[src/rtl/axis_window_pkg.sv]
// rtl/axis_window_pkg.sv - state enum and result-word field layout for axis_window_peak
package axis_window_pkg;

  typedef enum logic {
    IDLE,
    ACTIVE
  } state_t;

`ifdef AXIS_WINDOW_PEAK_SUM_EN
  localparam bit SUM_EN = 1'b1;
`else
  localparam bit SUM_EN = 1'b0;
`endif

  // Result word, low to high: peak, peak index, last (length-1), optional sum.
  function automatic int peak_lsb();
    return 0;
  endfunction

  function automatic int idx_lsb(int dw);
    return dw;
  endfunction

  function automatic int last_lsb(int dw, int cw);
    return dw + cw;
  endfunction

  function automatic int sum_lsb(int dw, int cw);
    return dw + 2 * cw;
  endfunction

  function automatic int sum_width(int dw, int cw);
    return dw + cw;
  endfunction

  function automatic int m_width(int dw, int cw, bit sum_en);
    return sum_en ? (2 * dw + 3 * cw) : (dw + 2 * cw);
  endfunction

endpackage

[src/rtl/axis_window_result_buf.sv]
// rtl/axis_window_result_buf.sv - one-entry result holding register with sticky drop flag
module axis_window_result_buf #(
  parameter int WIDTH = 32
) (
  input  logic             aclk,
  input  logic             areset,
  input  logic             commit,
  input  logic [WIDTH-1:0] commit_data,
  output logic [WIDTH-1:0] m_axis_tdata,
  output logic             m_axis_tvalid,
  input  logic             m_axis_tready,
  output logic             overflow
);

  logic can_load;

  // A slot freed by a same-cycle consume can take the new result immediately.
  assign can_load = !m_axis_tvalid || m_axis_tready;

  always_ff @(posedge aclk) begin
    if (areset) begin
      m_axis_tdata  <= '0;
      m_axis_tvalid <= 1'b0;
      overflow      <= 1'b0;
    end else begin
      if (commit && can_load) begin
        m_axis_tdata  <= commit_data;
        m_axis_tvalid <= 1'b1;
      end else if (m_axis_tvalid && m_axis_tready) begin
        m_axis_tvalid <= 1'b0;
      end
      if (commit && !can_load) begin
        overflow <= 1'b1;
      end
    end
  end

endmodule

[src/rtl/axis_window_peak.sv]
// rtl/axis_window_peak.sv - per-window signed peak/index/length summariser; AXIS_WINDOW_PEAK_SUM_EN adds a sample sum
module axis_window_peak
  import axis_window_pkg::*;
#(
  parameter int DATA_WIDTH = 16,
  parameter int CNTR_WIDTH = 8,
  localparam int M_WIDTH = m_width(DATA_WIDTH, CNTR_WIDTH, SUM_EN)
) (
  input  logic                         aclk,
  input  logic                         areset,
  input  logic [CNTR_WIDTH-1:0]        cfg,
  input  logic signed [DATA_WIDTH-1:0] s_axis_tdata,
  input  logic                         s_axis_tvalid,
  output logic [M_WIDTH-1:0]           m_axis_tdata,
  output logic                         m_axis_tvalid,
  input  logic                         m_axis_tready,
  output logic                         overflow
);

  state_t                       state, state_nxt;
  logic [CNTR_WIDTH-1:0]        limit, count, idx;
  logic signed [DATA_WIDTH-1:0] peak;
  logic                         start, step, commit;
  logic [M_WIDTH-1:0]           commit_data;

  // A forced close both commits the full window and opens a new one on this sample.
  always_comb begin
    state_nxt = state;
    start     = 1'b0;
    step      = 1'b0;
    commit    = 1'b0;
    case (state)
      IDLE: begin
        if (s_axis_tvalid) begin
          start     = 1'b1;
          state_nxt = ACTIVE;
        end
      end
      ACTIVE: begin
        if (!s_axis_tvalid) begin
          commit    = 1'b1;
          state_nxt = IDLE;
        end else if (count == limit) begin
          commit = 1'b1;
          start  = 1'b1;
        end else begin
          step = 1'b1;
        end
      end
      default: state_nxt = IDLE;
    endcase
  end

  always_ff @(posedge aclk) begin
    if (areset) begin
      state <= IDLE;
      limit <= '0;
      count <= '0;
      idx   <= '0;
      peak  <= '0;
    end else begin
      state <= state_nxt;
      if (start) begin
        limit <= cfg;
        count <= '0;
        idx   <= '0;
        peak  <= s_axis_tdata;
      end else if (step) begin
        count <= count + 1'b1;
        if (s_axis_tdata > peak) begin
          peak <= s_axis_tdata;
          idx  <= count + 1'b1;
        end
      end
    end
  end

`ifdef AXIS_WINDOW_PEAK_SUM_EN
  logic signed [DATA_WIDTH+CNTR_WIDTH-1:0] sum;
  logic signed [DATA_WIDTH+CNTR_WIDTH-1:0] sample_ext;

  assign sample_ext = {{CNTR_WIDTH{s_axis_tdata[DATA_WIDTH-1]}}, s_axis_tdata};

  always_ff @(posedge aclk) begin
    if (areset) begin
      sum <= '0;
    end else if (start) begin
      sum <= sample_ext;
    end else if (step) begin
      sum <= sum + sample_ext;
    end
  end

  assign commit_data = {sum, count, idx, peak};
`else
  assign commit_data = {count, idx, peak};
`endif

  axis_window_result_buf #(
    .WIDTH(M_WIDTH)
  ) u_result_buf (
    .aclk          (aclk),
    .areset        (areset),
    .commit        (commit),
    .commit_data   (commit_data),
    .m_axis_tdata  (m_axis_tdata),
    .m_axis_tvalid (m_axis_tvalid),
    .m_axis_tready (m_axis_tready),
    .overflow      (overflow)
  );

endmodule

[config.mk]
export PLATFORM = sky130hd
export DESIGN_NAME = axis_window_peak
export DESIGN_NICKNAME = d
export VERILOG_FILES = /design/src/rtl/axis_window_pkg.sv /design/src/rtl/axis_window_result_buf.sv /design/src/rtl/axis_window_peak.sv
export SDC_FILE = /design/constraint.sdc
export NUM_CORES = 1
export LEC_CHECK = 0
export BUFFER_PORTS_ARGS = -buffer_cell sky130_fd_sc_hd__buf_2
export CORE_AREA = 4 4 85 87
export DETAILED_ROUTE_END_ITERATION = 10
export DIE_AREA = 0 0 89 91
export PLACE_DENSITY = 0.87
export SYNTH_ARGS = -nofsm -noshare
export SYNTH_HDL_FRONTEND = slang
export SYNTH_SLANG_ARGS = --single-unit
export TNS_END_PERCENT = 5
[constraint.sdc]
create_clock -name aclk -period 2.9 [get_ports aclk]
set_clock_uncertainty 0.15 [all_clocks]
set_input_delay 0.145 -clock aclk [delete_from_list [all_inputs] [get_ports aclk]]
set_output_delay 0.145 -clock aclk [all_outputs]
set_load 0.005 [all_outputs]
# == Word level (Yosys, flattened, before mapping) ==
# Cells that the tools add are included.
# classes
add_sub_neg,1
n_lt_le_gt_ge,1
n_eq_ne,1
muxes,14
bitwise,1
reduce_logical,12
# op_table
cell,count
$mux 16,3
$gt 16x16->1,1
$mux 1,10
$add 8x1->8 const B,1
$eq 8x8->1,1
$reduce_bool 2->1,3
$reduce_and 2->1,2
$logic_and 1x1->1,3
$logic_not 1->1,2
$pmux 1 s2,1
$reduce_or 2->1,1
$logic_or 1x1->1,1
$not 1->1,1
# totals
ff_bits,75
wordCells,38

# == Depth between registers and ports, before layout ==
# Gate-level depths: netlist of the first run.
# depth
ltp_word,6
mapped_depth,10
mapped_depth_nobuf,9

# == Hierarchy ==
# Synthesis of the first run repeated with hierarchy kept, for this count alone.
# unflattened
cells_unflattened,394
area_unflattened_um2,3875.0
# modules_own_cells
module,instances,cells_per_inst,area_each_um2,seq_area_each_um2
axis_window_peak,1,247,2336.0,820.8
axis_window_result_buf,1,147,1539.0,680.7

# == Least setup slack after synthesis of the first run ==
# Ideal clock, no wire load.
# synth_timing
kind,register to register
from,register peak[1]
to,register peak[10]
setup_ns,0.072
t_arrival_ns,2.277
path_slack_ns,0.401
stages_incl_launch_ff,11
path_buffers,1
synth_period_minus_slack_ns,2.499
cell_sequence,dfxtp_1 -> inv_1 -> ha_1 -> nor2b_4 -> o211ai_2 -> a211oi_2 -> or4_4 -> mux2i_2 -> a21oi_4 -> buf_12 -> mux2i_1
# synth_via
elab_chain_len,3
# synth_lines
item,line,source
start: declaration,axis_window_peak.sv:22,logic signed [DATA_WIDTH-1:0] peak;
start signal: assignment,axis_window_peak.sv:67,peak <= s_axis_tdata;
start signal: assignment,axis_window_peak.sv:71,peak <= s_axis_tdata;
$gt 16x16->1,axis_window_peak.sv:70,if (s_axis_tdata > peak) begin
$reduce_bool 2->1 (no source line),n/a,
$reduce_and 2->1 (no source line),n/a,
# No other way between the ends.
# A chain may end at the register's enable or synchronous reset.

# == Final worst setup path of the first run ==
# layout_timing
from,input s_axis_tdata[1]
to,register peak[1]
# layout_via
elab_chain_len,3
elab_cells_between_ends,6
cone_classes,order compare: 1; mux: 3; reduce/logical: 2
# layout_lines
item,line,source
start: declaration,axis_window_peak.sv:12,"input logic signed [DATA_WIDTH-1:0] s_axis_tdata,"
$gt 16x16->1 or $mux 16 (tied branches),axis_window_peak.sv:70,
$reduce_bool 2->1 (no source line) or $mux 16 (tied branches),n/a,
$reduce_and 2->1 (no source line) or $mux 16 (tied branches),n/a,
# Several ways; a longest one is shown, not always the timed one. The select of a mux whose other input is x is not followed.

==> results of run 1 <==
[per-layer routing]
layer  wire length (um)  track usage, %
met5                  0               0
met4                155            6.82
met3                372            5.97
met2               3460            31.1
met1               3340            25.6
[worst min path at each step]
stage,to,start,slack (ps),cells past startpoint
after floorplan,limit[0],cfg[0],140,2
after global placement,limit[2],cfg[2],220,3
after detailed placement,limit[6],cfg[6],230,3
after CTS,limit[6],areset,20,2
after global routing,limit[5],areset,40,2
final,limit[6],areset,30,2
[registers in the layout (all words and copies together) (netlist names)]
name	flops
count	8
idx	8
limit	8
peak	16
state	1
u_result_buf.m_axis_tdata	32
u_result_buf.m_axis_tvalid	1
u_result_buf.overflow	1
[power groups by stage]
stage	Combinational (mW)	Sequential (mW)	Clock, mW
after floorplan	0.246	1.12	0
after global placement	0.301	1.12	0
after detailed placement	0.315	1.13	0
after CTS	0.347	1.10	0.818
after global routing	0.383	1.11	0.868
final	0.348	1.10	0.802
[per-stage QoR]
| stage | power [mW] | area (um2) | cells |
|---|---|---|---|
| detailed placement | 1.44 | 3850 | 481 |
| global placement | 1.42 | 3850 | 481 |
| CTS | 2.27 | 4320 | 523 |
| floorplan | 1.36 | 3550 | 361 |
| global route | 2.36 | 4320 | 523 |
| finish | 2.25 | 4320 | 523 |
[logic make-up (layout without fill, tap and decap cells)]
family | count (synthesis) | after routing | synth area share, %
muxes | 65 | 65 | 18.4
xor gates and xnor gates | 21 | 21 | 5.18
and+or+nand+nor | 125 | 125 | 17.9
adders and majority gates | 17 | 17 | 5.99
AOI/OAI and AO/OA | 18 | 18 | 4.33
buffers and inverters | 40 | 125 | 5.95
DFF | 75 | 75 | 42.3
[final cells by class]
| class | instances | share of cell area [%] |
|---|---|---|
| Inverter | 18 | 1.57 |
| Timing Repair Buffer | 91 | 14.1 |
| Multi-Input combinational cell | 246 | 42.7 |
| Sequential cell | 75 | 34.8 |
| Tap cell | 77 | 2.23 |
| Clock buffer | 10 | 3.19 |
| Clock inverter | 6 | 1.45 |
[Yosys cell counts, types with 3 or more instances]
cell type / number
a21o_1: 3
a21oi_1: 7
and3_1: 4
buf_2: 8
buf_6: 3
clkbuf_1: 8
dfxtp_1: 75
ha_1: 17
inv_1: 18
mux2i_1: 64
nand2_1: 6
nand2b_1: 34
nand3_1: 3
nand4_1: 7
nor2_1: 59
or2_1: 3
xnor2_1: 10
xor2_1: 11
==> impl_metrics.py, run 1 <==
metrics = {
    "floorplan": {
        "die_w_um": 89,
        "die_h_um": 91,
        "rows": 29,
        "die-area_um2": 8100,
        "start_util_pct": 55.9,
        "core_um2": 6350,
        "ioPinCount": 62,
    },
    "synth": {
        "synth.area.top_cells": "dfxtp_1, mux2i_1, nor2_1",
        "synth_nets": 406,
        "ys_seq_area_share_pct": 42.3,
        "synth_area_um2": 3550,
        "avgSynthCellArea_um2": 9.84,
        "async_flop_share_pct": 0,
        "synth_edf_count": 0,
        "synth_top_flop_cell": "dfxtp_1",
        "netlist.area_leader.share_pct": 42.3,
        "synth_cell_types": 39,
        "ys_warn_count": 0,
        "synth.largest_area_cell": "dfxtp_1",
        "syn_inst": 361,
        "synth_seq_cells": 75,
    },
    "setup_path": {
        "max_stage_delay_ps": 530,
        "r2r_cells": 10,
        "end_kind": "flip-flop",
        "critPathMaxFanout": 16,
        "critPathTopFamily": "buffers and inverters",
        "critPathLaunch": "s_axis_tdata[1]",
        "path_class": "in2reg",
        "crit_chain": "dlygate4sd3_1, buf_2, ha_1, nor2b_4, o211ai_2, a211oi_2, or4_4, mux2i_2, a21oi_4, buf_12, mux2i_1",
        "cp.depth": 11,
        "r2r_setup_slack_ps": 260,
        "critPathRequiredTime_ps": 3020,
        "rr_startpoint": "peak[1]",
        "critPathArrivalTime_ps": 2790,
        "r2r-end": "peak[1]",
        "crit_slowest_cell": "or4_4",
        "critPathBufInv": 3,
        "worstSetupEndpoint": "peak[1]",
        "startpoint_type": "primary input",
    },
    "cts": {
        "post_cts.repair.setup_buffers": 0,
        "cts.sinks": 75,
        "cts_buffers": 9,
        "htreeDepth": 3,
        "cts_root_buf": "clkbuf_8",
        "cts-resized-gates": 0,
        "cts.clk_slew.worst_paths_ps": 80,
        "cts_tree": "built",
        "clk_path_buf_depth": 2,
        "cts_hold_buffers": 26,
        "clk_latency_ps": 350,
    },
    "global_routing": {
        "grt_max_degree": 56,
        "grt_pass1_wl_mm": 12.6,
        "grt_usage_pct": 19.8,
        "antenna_found_initial": 0,
        "grt.overflow.total": 0,
        "grt_pass1_vias": 2698,
    },
    "sta": {
        "period_share_pct": 92.0,
        "setup_violations": 0,
        "finalCriticalPeriod_ps": 2670,
        "rsz0062_at_grt": "false",
        "worst_slew_pin_slew_ps": 596,
        "fin_ws_ps": 233,
        "slew_viol_final": 0,
        "finalHoldViolations": 0,
        "fin_hold_ws_ps": 28.3,
        "setup_tns_ps": 0,
        "relSlewSlack_pct": 60.3,
        "fmax_mhz": 375,
    },
    "route": {
        "dr.first_iter.drc_count": 159,
        "routed_via_density": 5.14,
        "dr.pass1.iters": 4,
        "vias": 2687,
        "avgRoutedWirePerCell_um": 14.0,
        "drcViolationCount": 0,
        "routed_wl_mm": 7.33,
        "ant_nets": 0,
    },
    "power_and_ir_drop": {
        "vdd_drop_max_mv": 0.339,
        "p_switching_mw": 0.588,
        "comb_power_share_pct": 15.4,
        "p_clk_share_pct": 35.6,
        "power.density_nw_per_um2": 522,
        "pwr-share-seq_pct": 49.0,
        "p_leak_nw": 2.18,
        "internal_power_mw": 1.67,
        "swShare_pct": 26.1,
    },
    "layout": {
        "layout.area.seq_um2": 1500,
        "n_antenna_cell": 0,
        "fill_cells": 465,
        "fin_nets": 486,
        "final_cell_mix": "dfxtp_1, mux2i_1, buf_2, nor2_1, nand2b_1",
        "final_util_pct": 68.0,
        "layout_commonest_cell": "dfxtp_1",
        "drive_gt1_share_pct": 20.4,
        "area.growth.synth_to_final_pct": 21.5,
        "multi_input_area_um2": 1840,
    },
    "run": {
        "max-cap-violations": 0,
    },
    "placement": {
        "place_ws_ps": 286,
        "dpl.hpwl_mm": 5.01,
        "port_buffers": 61,
        "globalplace.congestion": 0.723,
    },
    "status": {
        "status": "completed",
    },
    "worst_hold_path": {
        "min_path_type": "in2reg",
    },
}
Power figures use the tool's default switching activity.
==> inputs of run 2 (changes only) <==
--- a/config.mk
+++ b/config.mk
@@ -9,6 +9,7 @@
 export CORE_AREA = 4 4 85 87
 export DETAILED_ROUTE_END_ITERATION = 10
 export DIE_AREA = 0 0 89 91
+export MAX_ROUTING_LAYER = met4
 export PLACE_DENSITY = 0.87
 export SYNTH_ARGS = -nofsm -noshare
 export SYNTH_HDL_FRONTEND = slang
==> run 2 against run 1 <==
Compared with the run above: register-to-register slack hardly changed; combinational power about the same; non-clock buffer count did not move; power about the same; cell area did not move; sequential share of layout area unchanged; routed wire length barely moved; core utilization unchanged; flip-flop and latch count is the same; cell count stayed put; critical endpoint unchanged.
==> impl_metrics.py, run 2 (same netlist as run 1, synthesis figures left out) <==
metrics = {
    "sta": {
        "fmax_mhz": 375,
        "relSlewSlack_pct": 60.3,
        "setup_violations": 0,
        "period_share_pct": 92.1,
        "finalCriticalPeriod_ps": 2670,
        "rsz0062_at_grt": "false",
        "finalHoldViolations": 0,
        "slew_viol_final": 0,
        "worst_slew_pin_slew_ps": 596,
        "setup_tns_ps": 0,
    },
    "setup_path": {
        "rr_startpoint": "peak[3]",
        "crit_chain": "dlygate4sd3_1, buf_2, ha_1, a21oi_1, a211oi_2, or4_4, mux2i_2, a21oi_4, buf_12, mux2i_1",
        "path_class": "in2reg",
        "crit_slowest_cell": "or4_4",
        "startpoint_type": "primary input",
        "r2r_setup_slack_ps": 260,
        "r2r-end": "peak[1]",
        "critPathBufInv": 3,
        "max_stage_delay_ps": 530,
        "end_kind": "flip-flop",
        "critPathTopFamily": "buffers and inverters",
        "critPathMaxFanout": 16,
        "critPathArrivalTime_ps": 2790,
        "critPathRequiredTime_ps": 3020,
        "r2r_cells": 9,
    },
    "cts": {
        "cts_buffers": 9,
        "cts.sinks": 75,
        "cts.clk_slew.worst_paths_ps": 80,
        "htreeDepth": 3,
        "clk_latency_ps": 350,
        "clk_path_buf_depth": 2,
        "cts_tree": "built",
        "cts-resized-gates": 0,
        "cts_root_buf": "clkbuf_8",
    },
    "global_routing": {
        "grt_max_degree": 56,
        "grt_pass1_wl_mm": 12.6,
        "grt_pass1_vias": 2700,
        "grt_usage_pct": 20.3,
        "antenna_found_initial": 0,
        "grt.overflow.total": 0,
    },
    "route": {
        "vias": 2688,
        "dr.pass1.iters": 4,
        "routed_via_density": 5.14,
        "dr.first_iter.drc_count": 173,
        "avgRoutedWirePerCell_um": 14.0,
        "routed_wl_mm": 7.34,
        "drcViolationCount": 0,
        "ant_nets": 0,
    },
    "worst_hold_path": {
        "hold_path_depth": 2,
        "min_to": "limit[6]",
        "min_path_type": "in2reg",
        "hp-start": "areset",
    },
    "run": {
        "max-cap-violations": 0,
    },
    "floorplan": {
        "ioPinCount": 62,
        "start_util_pct": 55.9,
        "rows": 29,
        "die_h_um": 91,
        "core_um2": 6350,
        "die_w_um": 89,
        "die-area_um2": 8100,
    },
    "layout": {
        "largest_reg_flops": 32,
        "final_util_pct": 68.0,
        "drive_gt1_share_pct": 20.4,
        "layout_commonest_cell": "dfxtp_1",
        "fin_nets": 486,
        "area.growth.synth_to_final_pct": 21.5,
        "top_register": "u_result_buf.m_axis_tdata",
        "top_regs": "u_result_buf.m_axis_tdata x32, peak x16",
        "n_antenna_cell": 0,
        "final_cell_mix": "dfxtp_1, mux2i_1, buf_2, nor2_1, nand2b_1",
    },
    "placement": {
        "dpl.hpwl_mm": 5.01,
        "port_buffers": 61,
        "globalplace.congestion": 0.732,
    },
    "status": {
        "status": "completed",
    },
    "power_and_ir_drop": {
        "p_leak_nw": 2.18,
        "p_total_mw": 2.26,
        "power.density_nw_per_um2": 523,
        "vdd_drop_max_mv": 0.340,
    },
}
[run 2: cell counts in the layout (fill, tap and decap cells not counted)]
No cell type changed its count.
[run 2: per-layer routing]
metal / track usage (%) / vias up / share of wire [%]
met1: 25.6 / 1260 / 46
li1: - / 1356 / -
met2: 31.1 / 57 / 47
met4: 7.20 / 0 / 2.0
met5: - / - / 0
met3: 5.25 / 15 / 4.9
[run 2: repair_timing]
item,in CTS,in global routing
hold buffers,26,0
setup buffers,0,0
hold endpoints to repair,26,0
[run 2: area by class of cell]
cell class / count / area, um2
fill: 465 / 2030
clock buffer: 10 / 138
inverter: 18 / 67.6
sequential: 75 / 1500
multi-input combinational: 246 / 1840
timing repair buffer: 91 / 608
tap: 77 / 96.3
clock inverter: 6 / 62.6
[run 2: how the worst max path moves through the flow]
| stage | from | endpoint | slack, ps | depth (start not counted) |
|---|---|---|---|---|
| after floorplan | peak[1] | peak[10] | 400 | 10 |
| after global placement | peak[1] | idx[7] | 430 | 9 |
| after detailed placement | peak[1] | idx[2] | 290 | 9 |
| after CTS | s_axis_tdata[1] | idx[1] | 230 | 10 |
| after global routing | s_axis_tdata[1] | idx[7] | 90 | 10 |
| final | s_axis_tdata[3] | peak[1] | 230 | 10 |
[run 2: power by group]
group / internal [mW] / leakage [nW] / switching (mW)
sequential: 1.07 / 0.610 / 0.0331
clock: 0.420 / 0.106 / 0.383
combinational: 0.174 / 1.47 / 0.173
total: 1.67 / 2.18 / 0.590
[run 2: through the flow]
step / hold slack (ps) / instances / setup slack [ps] / instance area (um2)
6_report: 27.5 / 523 / 230 / 4320
3_3_place_gp: 224 / 481 / 434 / 3850
2_1_floorplan: 139 / 361 / 401 / 3550
5_1_grt: 47.9 / 523 / 85.1 / 4320
4_1_cts: 22.9 / 523 / 232 / 4320
3_5_place_dp: 234 / 481 / 286 / 3850
==> inputs of run 3 (changes only) <==
==> constraint.sdc (replaced) <==
create_clock -name aclk -period 2.9 [get_ports aclk]
set_clock_uncertainty 0.15 [all_clocks]
set_input_delay 0.435 -clock aclk [delete_from_list [all_inputs] [get_ports aclk]]
set_output_delay 0.435 -clock aclk [all_outputs]
set_load 0.005 [all_outputs]
==> run 3 against run 2 <==
Compared with the run above: flip-flop and latch count unchanged; clock power up 20%; fmax rose by 2.8%; setup slack better by 73 ps; non-clock buffer count fell by 26; power rose by 5.4%; worst hold slack gained 150 ps; global-route usage is 1.1 points lower; die area unchanged; critical path type is now reg2reg; highest routed layer unchanged.
==> impl_metrics.py, run 3 (same netlist as run 1, synthesis figures left out) <==
metrics = {
    "cts": {
        "cts-resized-gates": 0,
        "cts_buffers": 9,
        "cts.sinks": 75,
        "cts_hold_buffers": 0,
        "cts_root_buf": "clkbuf_8",
        "cts.clk_slew.worst_paths_ps": 70,
        "htreeDepth": 3,
        "clk_path_buf_depth": 2,
        "post_cts.repair.setup_buffers": 0,
        "clk_latency_ps": 340,
        "cts_tree": "built",
    },
    "sta": {
        "relSlewSlack_pct": 60.0,
        "setup_tns_ps": 0,
        "finalCriticalPeriod_ps": 2600,
        "period_share_pct": 89.6,
        "worst_slew_pin_slew_ps": 599,
        "rsz0062_at_grt": "false",
        "fmax_mhz": 385,
        "finalHoldViolations": 0,
        "slew_viol_final": 0,
        "setup_violations": 0,
    },
    "setup_path": {
        "critPathArrivalTime_ps": 2710,
        "critPathRequiredTime_ps": 3020,
        "path_class": "reg2reg",
        "critPathBufInv": 2,
        "crit_slowest_cell": "or4_4",
        "crit_chain": "inv_1, ha_1, nor2b_4, o211ai_2, a211oi_2, or4_4, mux2i_2, a21oi_4, buf_12, mux2i_1",
        "max_stage_delay_ps": 520,
        "end_kind": "flip-flop",
        "startpoint_type": "flip-flop",
        "r2r_setup_slack_ps": 300,
        "critPathTopFamily": "simple AND/OR/NAND/NOR gates",
        "critPathMaxFanout": 16,
    },
    "layout": {
        "area.growth.synth_to_final_pct": 15.3,
        "n_antenna_cell": 0,
        "fin_nets": 460,
        "final_cell_mix": "dfxtp_1, mux2i_1, buf_2, nor2_1, nand2b_1",
        "largest_reg_flops": 32,
        "drive_gt1_share_pct": 21.2,
        "layout_commonest_cell": "dfxtp_1",
        "top_regs": "u_result_buf.m_axis_tdata x32, peak x16",
        "top_register": "u_result_buf.m_axis_tdata",
        "final_util_pct": 64.5,
    },
    "route": {
        "dr.first_iter.drc_count": 164,
        "ant_nets": 0,
        "dr.pass1.iters": 4,
        "drcViolationCount": 0,
        "avgRoutedWirePerCell_um": 14.1,
        "routed_wl_mm": 6.98,
        "vias": 2574,
        "routed_via_density": 5.19,
    },
    "global_routing": {
        "grt_pass1_wl_mm": 11.9,
        "grt_max_degree": 45,
        "grt.overflow.total": 0,
        "antenna_found_initial": 0,
        "grt_usage_pct": 19.1,
        "grt_pass1_vias": 2546,
    },
    "placement": {
        "port_buffers": 61,
        "dpl.hpwl_mm": 4.93,
        "globalplace.congestion": 0.753,
    },
    "floorplan": {
        "core_um2": 6350,
        "die_w_um": 89,
        "die_h_um": 91,
        "die-area_um2": 8100,
        "ioPinCount": 62,
        "start_util_pct": 55.9,
        "rows": 29,
    },
    "power_and_ir_drop": {
        "power.density_nw_per_um2": 580,
        "p_leak_nw": 2.09,
        "vdd_drop_max_mv": 0.467,
    },
    "run": {
        "max-cap-violations": 0,
    },
    "status": {
        "status": "completed",
    },
    "worst_hold_path": {
        "min_path_type": "in2reg",
    },
}
run 3: cell count changes in the layout (fill, tap and decap cells not counted):
| cell | previous run | this run |
|---|---|---|
| dlygate4sd3_1 | 26 | 0 |
| clkinv_2 | 3 | 0 |
| bufinv_16 | 1 | 3 |
| clkbuf_1 | 0 | 1 |
| inv_6 | 1 | 0 |
run 3: worst paths after layout:
| path | from | end | depth (start not counted) |
|---|---|---|---|
| max | peak[1] | peak[2] | 10 |
| min | cfg[0] | limit[0] | 3 |
| min reg2reg | idx[0] | idx[0] | 2 |
| max reg2reg | peak[1] | peak[2] | 10 |
run 3: tightest hold or removal path: stages:
cell	delay, ps
buf_2	80
mux2i_1	50
nor2_1	70
run 3: cell type report:
cell class,instances,area [um2]
clock buffers,11,141
well taps,77,96.3
fillers,492,2250
inverters,18,67.6
multi-input cells,246,1840
flip-flops and latches,75,1500
clock inverters,4,98.8
repair buffers,65,348
run 3: layer usage:
| metal | GRT usage, % | routed length (um) | up-vias | share of wire, % |
|---|---|---|---|---|
| met2 | 28.9 | 3280 | 60 | 47 |
| met1 | 24.8 | 3200 | 1205 | 46 |
| li1 | - | - | 1300 | - |
| met3 | 4.25 | 375 | 9 | 5.4 |
| met5 | - | 0 | - | 0 |
| met4 | 7.44 | 120 | 0 | 1.7 |
run 3: report_power, final:
group	leakage (nW)	switching (mW)	internal [mW]
registers	0.610	0.0320	1.07
logic	1.36	0.163	0.150
clock network	0.120	0.369	0.592
total	2.09	0.564	1.81
run 3: metrics by stage:
stage	worst slack, ps	power, mW	hold slack [ps]	instances	area (um2)
after global placement	231	1.43	294	481	3850
after detailed placement	158	1.44	306	481	3850
after CTS	299	2.40	167	496	4100
after global routing	163	2.48	187	496	4100
final	303	2.38	174	496	4100
after floorplan	317	1.36	286	361	3550
